--- src/rtl/signed_seq_divider_if.sv ---
// signed_seq_divider_if
//   Handshake and operand/result bundle for signed_seq_divider.
//   master : drives Start, Dividend, Divisor, Sign; observes results.
//   slave  : the divider side; drives Busy, Done, Quotient, Remainder,
//            Div_By_Zero.
//   Start        request a division (sampled only while idle)
//   Dividend     WIDTH-bit dividend
//   Divisor      WIDTH-bit divisor
//   Sign         1 = two's complement operands, 0 = unsigned
//   Busy         division in progress
//   Done         one-cycle pulse, results valid and held afterwards
//   Quotient     WIDTH-bit quotient, truncated toward zero
//   Remainder    WIDTH-bit remainder, sign of the dividend
//   Div_By_Zero  captured divisor was zero
interface signed_seq_divider_if #(
  parameter int unsigned WIDTH = 8
);
  logic             Start;
  logic [WIDTH-1:0] Dividend;
  logic [WIDTH-1:0] Divisor;
  logic             Sign;
  logic             Busy;
  logic             Done;
  logic [WIDTH-1:0] Quotient;
  logic [WIDTH-1:0] Remainder;
  logic             Div_By_Zero;

  modport master (
    output Start, Dividend, Divisor, Sign,
    input  Busy, Done, Quotient, Remainder, Div_By_Zero
  );

  modport slave (
    input  Start, Dividend, Divisor, Sign,
    output Busy, Done, Quotient, Remainder, Div_By_Zero
  );
endinterface

--- src/rtl/signed_seq_divider.sv ---
// signed_seq_divider
//   Multi-cycle restoring divider, one quotient bit per clock, for unsigned
//   or two's-complement operands. Operands are reduced to magnitudes on
//   acceptance, divided as unsigned values, and sign-corrected in FIX.
//   Ports:
//     Clk    rising-edge clock
//     Reset  synchronous active-high reset, aborts any running division
//     bus    signed_seq_divider_if.slave (start/busy/done handshake,
//            operands, results)
//   Sequence: IDLE -> CALC (WIDTH cycles) -> FIX -> DONE -> IDLE.
module signed_seq_divider #(
  parameter int unsigned WIDTH = 8
) (
  input  logic                 Clk,
  input  logic                 Reset,
  signed_seq_divider_if.slave  bus
);

  localparam int unsigned CW = $clog2(WIDTH);

  typedef enum logic [1:0] {
    S_IDLE,
    S_CALC,
    S_FIX,
    S_DONE
  } state_t;

  state_t           r_state;
  state_t           w_next;

  logic [WIDTH-1:0] r_rem;      // partial remainder
  logic [WIDTH-1:0] r_quo;      // dividend magnitude shifting out, quotient bits shifting in
  logic [WIDTH-1:0] r_dvs;      // divisor magnitude
  logic [CW-1:0]    r_cnt;
  logic             r_qneg;
  logic             r_rneg;
  logic [WIDTH-1:0] r_quotient;
  logic [WIDTH-1:0] r_remainder;
  logic             r_dbz;

  logic [WIDTH-1:0] w_dvd_mag;
  logic [WIDTH-1:0] w_dvs_mag;
  logic [WIDTH:0]   w_shift;
  logic [WIDTH:0]   w_diff;
  logic             w_ge;
  logic [WIDTH-1:0] w_qfix;
  logic [WIDTH-1:0] w_rfix;
  logic             w_busy;
  logic             w_done;

  // Negating the most-negative value yields 2^(WIDTH-1), which is exactly
  // its magnitude when read as unsigned, so no extra bit is needed here.
  always_comb begin
    w_dvd_mag = bus.Dividend;
    w_dvs_mag = bus.Divisor;
    if (bus.Sign && bus.Dividend[WIDTH-1]) w_dvd_mag = '0 - bus.Dividend;
    if (bus.Sign && bus.Divisor[WIDTH-1])  w_dvs_mag = '0 - bus.Divisor;
  end

  // The partial remainder is always below the divisor, so the shifted value
  // fits in WIDTH+1 bits and the subtractor's top bit is a clean borrow flag.
  assign w_shift = {r_rem, r_quo[WIDTH-1]};
  assign w_diff  = w_shift - {1'b0, r_dvs};
  assign w_ge    = ~w_diff[WIDTH];

  assign w_qfix = r_qneg ? ('0 - r_quo) : r_quo;
  assign w_rfix = r_rneg ? ('0 - r_rem) : r_rem;

  always_comb begin
    w_next = r_state;
    w_busy = 1'b0;
    w_done = 1'b0;
    unique case (r_state)
      S_IDLE: begin
        if (bus.Start) w_next = S_CALC;
      end
      S_CALC: begin
        w_busy = 1'b1;
        if (r_cnt == '0) w_next = S_FIX;
      end
      S_FIX: begin
        w_busy = 1'b1;
        w_next = S_DONE;
      end
      S_DONE: begin
        w_done = 1'b1;
        w_next = S_IDLE;
      end
      default: w_next = S_IDLE;
    endcase
  end

  always_ff @(posedge Clk) begin
    if (Reset) begin
      r_state     <= S_IDLE;
      r_rem       <= '0;
      r_quo       <= '0;
      r_dvs       <= '0;
      r_cnt       <= '0;
      r_qneg      <= 1'b0;
      r_rneg      <= 1'b0;
      r_quotient  <= '0;
      r_remainder <= '0;
      r_dbz       <= 1'b0;
    end else begin
      r_state <= w_next;
      unique case (r_state)
        S_IDLE: begin
          if (bus.Start) begin
            r_rem  <= '0;
            r_quo  <= w_dvd_mag;
            r_dvs  <= w_dvs_mag;
            r_cnt  <= CW'(WIDTH - 1);
            r_qneg <= bus.Sign & (bus.Dividend[WIDTH-1] ^ bus.Divisor[WIDTH-1]);
            r_rneg <= bus.Sign & bus.Dividend[WIDTH-1];
          end
        end
        S_CALC: begin
          r_rem <= w_ge ? w_diff[WIDTH-1:0] : w_shift[WIDTH-1:0];
          r_quo <= {r_quo[WIDTH-2:0], w_ge};
          if (r_cnt != '0) r_cnt <= r_cnt - CW'(1);
        end
        S_FIX: begin
          r_quotient  <= w_qfix;
          r_remainder <= w_rfix;
          r_dbz       <= (r_dvs == '0);
        end
        default: ;
      endcase
    end
  end

  assign bus.Busy        = w_busy;
  assign bus.Done        = w_done;
  assign bus.Quotient    = r_quotient;
  assign bus.Remainder   = r_remainder;
  assign bus.Div_By_Zero = r_dbz;

endmodule

--- src/flat_wrapper.sv ---
// flat-port wrapper written by rule: the top's interface ports become plain ports
module signed_seq_divider_flat 
#(
  parameter int unsigned WIDTH = 8
)
  (Clk, Reset, bus_Start, bus_Dividend, bus_Divisor, bus_Sign, bus_Busy, bus_Done, bus_Quotient, bus_Remainder, bus_Div_By_Zero);
  signed_seq_divider_if #(.WIDTH(WIDTH)) bus_i ();
  input  logic Clk;
  input  logic Reset;
  input wire logic [$bits(bus_i.Start)-1:0] bus_Start;
  input wire logic [$bits(bus_i.Dividend)-1:0] bus_Dividend;
  input wire logic [$bits(bus_i.Divisor)-1:0] bus_Divisor;
  input wire logic [$bits(bus_i.Sign)-1:0] bus_Sign;
  output wire logic [$bits(bus_i.Busy)-1:0] bus_Busy;
  output wire logic [$bits(bus_i.Done)-1:0] bus_Done;
  output wire logic [$bits(bus_i.Quotient)-1:0] bus_Quotient;
  output wire logic [$bits(bus_i.Remainder)-1:0] bus_Remainder;
  output wire logic [$bits(bus_i.Div_By_Zero)-1:0] bus_Div_By_Zero;
  assign bus_i.Start = bus_Start;
  assign bus_i.Dividend = bus_Dividend;
  assign bus_i.Divisor = bus_Divisor;
  assign bus_i.Sign = bus_Sign;
  assign bus_Busy = bus_i.Busy;
  assign bus_Done = bus_i.Done;
  assign bus_Quotient = bus_i.Quotient;
  assign bus_Remainder = bus_i.Remainder;
  assign bus_Div_By_Zero = bus_i.Div_By_Zero;
  signed_seq_divider #(.WIDTH(WIDTH)) u_core (.Clk(Clk), .Reset(Reset), .bus(bus_i));
endmodule
--- config.mk ---
export PLATFORM = sky130hd
export DESIGN_NAME = signed_seq_divider_flat
export DESIGN_NICKNAME = d
export VERILOG_FILES = /design/src/rtl/signed_seq_divider_if.sv /design/src/rtl/signed_seq_divider.sv /design/src/flat_wrapper.sv
export SDC_FILE = /design/constraint.sdc
export NUM_CORES = 1
export LEC_CHECK = 0
export ABC_AREA = 1
export ABC_CLOCK_PERIOD_IN_PS = 4750
export BUFFER_PORTS_ARGS = -buffer_cell sky130_fd_sc_hd__buf_4
export CAP_MARGIN = 10
export CORE_UTILIZATION = 53
export CTS_CLUSTER_DIAMETER = 40
export DETAILED_ROUTE_END_ITERATION = 10
export HOLD_SLACK_MARGIN = 0.08
export PLACE_DENSITY = 0.74
export REMOVE_ABC_BUFFERS = 1
export SLEW_MARGIN = 25
export SYNTH_ARGS = -nofsm -noshare
export SYNTH_HDL_FRONTEND = slang
export SYNTH_SLANG_ARGS = --single-unit
export TNS_END_PERCENT = 50
--- constraint.sdc ---
create_clock -name Clk -period 4.75 [get_ports Clk]
set_clock_uncertainty 0.15 [all_clocks]
set_input_delay 1.1875 -clock Clk [delete_from_list [all_inputs] [get_ports Clk]]
set_output_delay 1.1875 -clock Clk [all_outputs]
set_load 0.005 [all_outputs]
==> flow_summary.toml <==
[synth]
ys_types = 35
synth-seq-cells = 48
seq_area_frac_synth_pct = 31.1
syn_inst = 456
avgSynthCellArea_um2 = 6.78
syn_area_mm2 = 0.00309
synth_warnings = 0

[timing]
hold_viol = 0
fin_crit_ns = 2.56
relSlewSlack_pct = 41.8
finalSetupViolations = 0
tns_ns = 0
tightest_slew_ns = 0.872
whs_ns = 0.327
final_max_slew_viol_count = 0
period_share_pct = 53.8
rsz0062_at_grt = "no"
fmax_ghz = 0.391

[global_route]
grt_pass1_wl_um = 12100
overflow = 0
grt_pass1_vias = 2722
grt_max_degree = 34
antenna_found_initial = 0
track_usage_pct = 24.6

[clocking]
clock_path_buffers = 2
cts_buffers = 5
ctsResizeCount = 0
cts_tree = "yes"
clkTransAtPathRegs_ns = 0.09
cts_hold_buf = 0
cts_max_level = 2
root_buffer = "clkbuf_8"
cts.sinks = 48
post_cts_buffers = 0
clk-insertion-delay-late_ns = 0.30

[worst_setup_path]
worstPathRequired_ns = 3.41
cp.arrival_ns = 1.22
critPathMaxFanout = 3
cp-start-kind = "register"
endpoint_kind = "output port"
worstSetupPathType = "register to output port"

[finish]
syn2layout_area_growth_pct = 12.9
layout_commonest_cell = "nand2_1"
regArea_um2 = 961
n_antenna_cell = 0
fin_util_pct = 62.7
nets = 527
final_cell_mix = "100 x nand2_1, 79 x inv_1, 48 x dfxtp_1, 39 x a21oi_1, 39 x buf_4"
multiInputGateArea_mm2 = 0.00175
nFillCells = 522
drive_gt1_share_pct = 12.7
final_cells = 560

[placement]
place_inst = 553
io_buffers = 38
place.gp.congestion = 0.822
dp_hpwl_um = 5190

[routing]
drc = 0
drtIter0Drc = 152
ant_nets = 0
firstDrtPassIters = 4
drt_wl_total_um = 6800
vias_per_cell = 5.32
avgRoutedWirePerCell_um = 12.1
num_vias = 2981

[die]
die_height_um = 78.4
start_util_pct = 55.5
core_mm2 = 0.00557
die_area_mm2 = 0.00614
ioPinCount = 39
die_w_um = 78.4
num_rows = 27

[power_and_ir_drop]
power.density_mw_per_mm2 = 636
peakVddDrop_v = 0.000316
power.leakage_uw = 0.00175

[job]
max-cap-violations = 0

[run_status]
status = "completed"

[min_path]
min_path_type = "register to register"
-- per-stage QoR --
stage / instance area, um2 / worst slack, ns / total power, uW
global placement: 3400 / 2.08 / 1950
detailed placement: 3400 / 2.06 / 1980
finish: 3490 / 2.19 / 2220
global route: 3490 / 2.08 / 2480
floorplan: 3020 / 2.36 / 1630
CTS: 3490 / 2.19 / 2240
-- cell type report --
type | instances | area share, %
clock buffers | 6 | 2.36
repair buffers | 39 | 8.38
well taps | 72 | 2.58
inverters | 82 | 8.81
multi-input cells | 312 | 50.1
flip-flops and latches | 48 | 27.5
clock inverters | 1 | 0.251
-- critical path: stages, from the launching register on --
cell and delay [ns]:
dfxtp_1 0.38, inv_1 0.09, ha_1 0.31, buf_4 0.14
-- logic make-up after synthesis --
kind of cell | Yosys count | synth area share [%]
AND/OR/NAND/NOR | 179 | 26.1
AO/OA/AOI/OAI | 103 | 19.4
buffers and inverters | 96 | 12.3
flip-flops | 48 | 31.1
adder cells (fa/ha/maj) | 19 | 7.93
XOR/XNOR | 11 | 3.11
-- synth_stat cells --
cell type	instances	area (um2)
nor2_2	1	6.26
inv_1	79	297
o21ai_0	37	185
a31oi_1	2	12.5
dfxtp_1	48	961
nand2_4	2	22.5
o21ai_2	1	8.76
xor2_1	11	96.3
o31ai_1	1	7.51
o21ai_1	1	5.00
buf_2	2	10.0
nor3_1	1	5.00
inv_2	3	11.3
fa_1	1	20.0
o22ai_1	1	6.26
ha_1	18	225
nor2_1	24	90.1
nor4_1	2	12.5
buf_6	1	11.3
clkbuf_2	1	5.00
o211ai_1	8	60.1
o221ai_1	9	78.8
a211oi_1	1	7.51
clkbuf_8	1	13.8
or2_4	1	8.76
nand3b_1	4	30.0
a221oi_1	2	17.5
clkbuf_1	9	33.8
nand2_2	5	31.3
nand3_1	32	160
a21oi_4	1	16.3
a21oi_1	39	195
nand3_4	2	35.0
nand2_1	100	375
nand4_1	5	31.3
-- state kept, by name (all words and copies together) (netlist names) --
| register | cells |
|---|---|
| u_core.bus.Quotient | 8 |
| u_core.bus.Remainder | 8 |
| u_core.r_dvs | 8 |
| u_core.r_quo | 8 |
| u_core.r_rem | 8 |
| u_core.r_cnt | 3 |
| u_core.r_state | 2 |
| u_core.bus.Div_By_Zero | 1 |
| u_core.r_qneg | 1 |
| u_core.r_rneg | 1 |
-- final timing paths --
kind | start | end | slack [ns] | depth (start not counted)
max | u_core.r_state[0] | bus_Busy | 2.19 | 3
min | u_core.r_cnt[0] | u_core.r_cnt[0] | 0.33 | 1
max reg2reg | u_core.r_state[1] | u_core.r_quo[2] | 2.28 | 6
min reg2reg | u_core.r_cnt[0] | u_core.r_cnt[0] | 0.33 | 1
-- where the power goes --
group          switching, uW  internal, uW  leakage (uW)
combinational            798           507       0.00131
sequential               121           545      0.000394
clock                    136           116     0.0000473
total                   1050          1170       0.00175
-- layer usage --
layer  wire length (um)  global-route usage (%)  part of all wire, %
met3                290                    4.19                  4.3
met5                  0                       0                    0
met1               3340                    33.5                   49
met4                 94                    7.04                  1.4
met2               3080                    39.7                   45
Note: power is estimated with default switching activity, not from simulation.
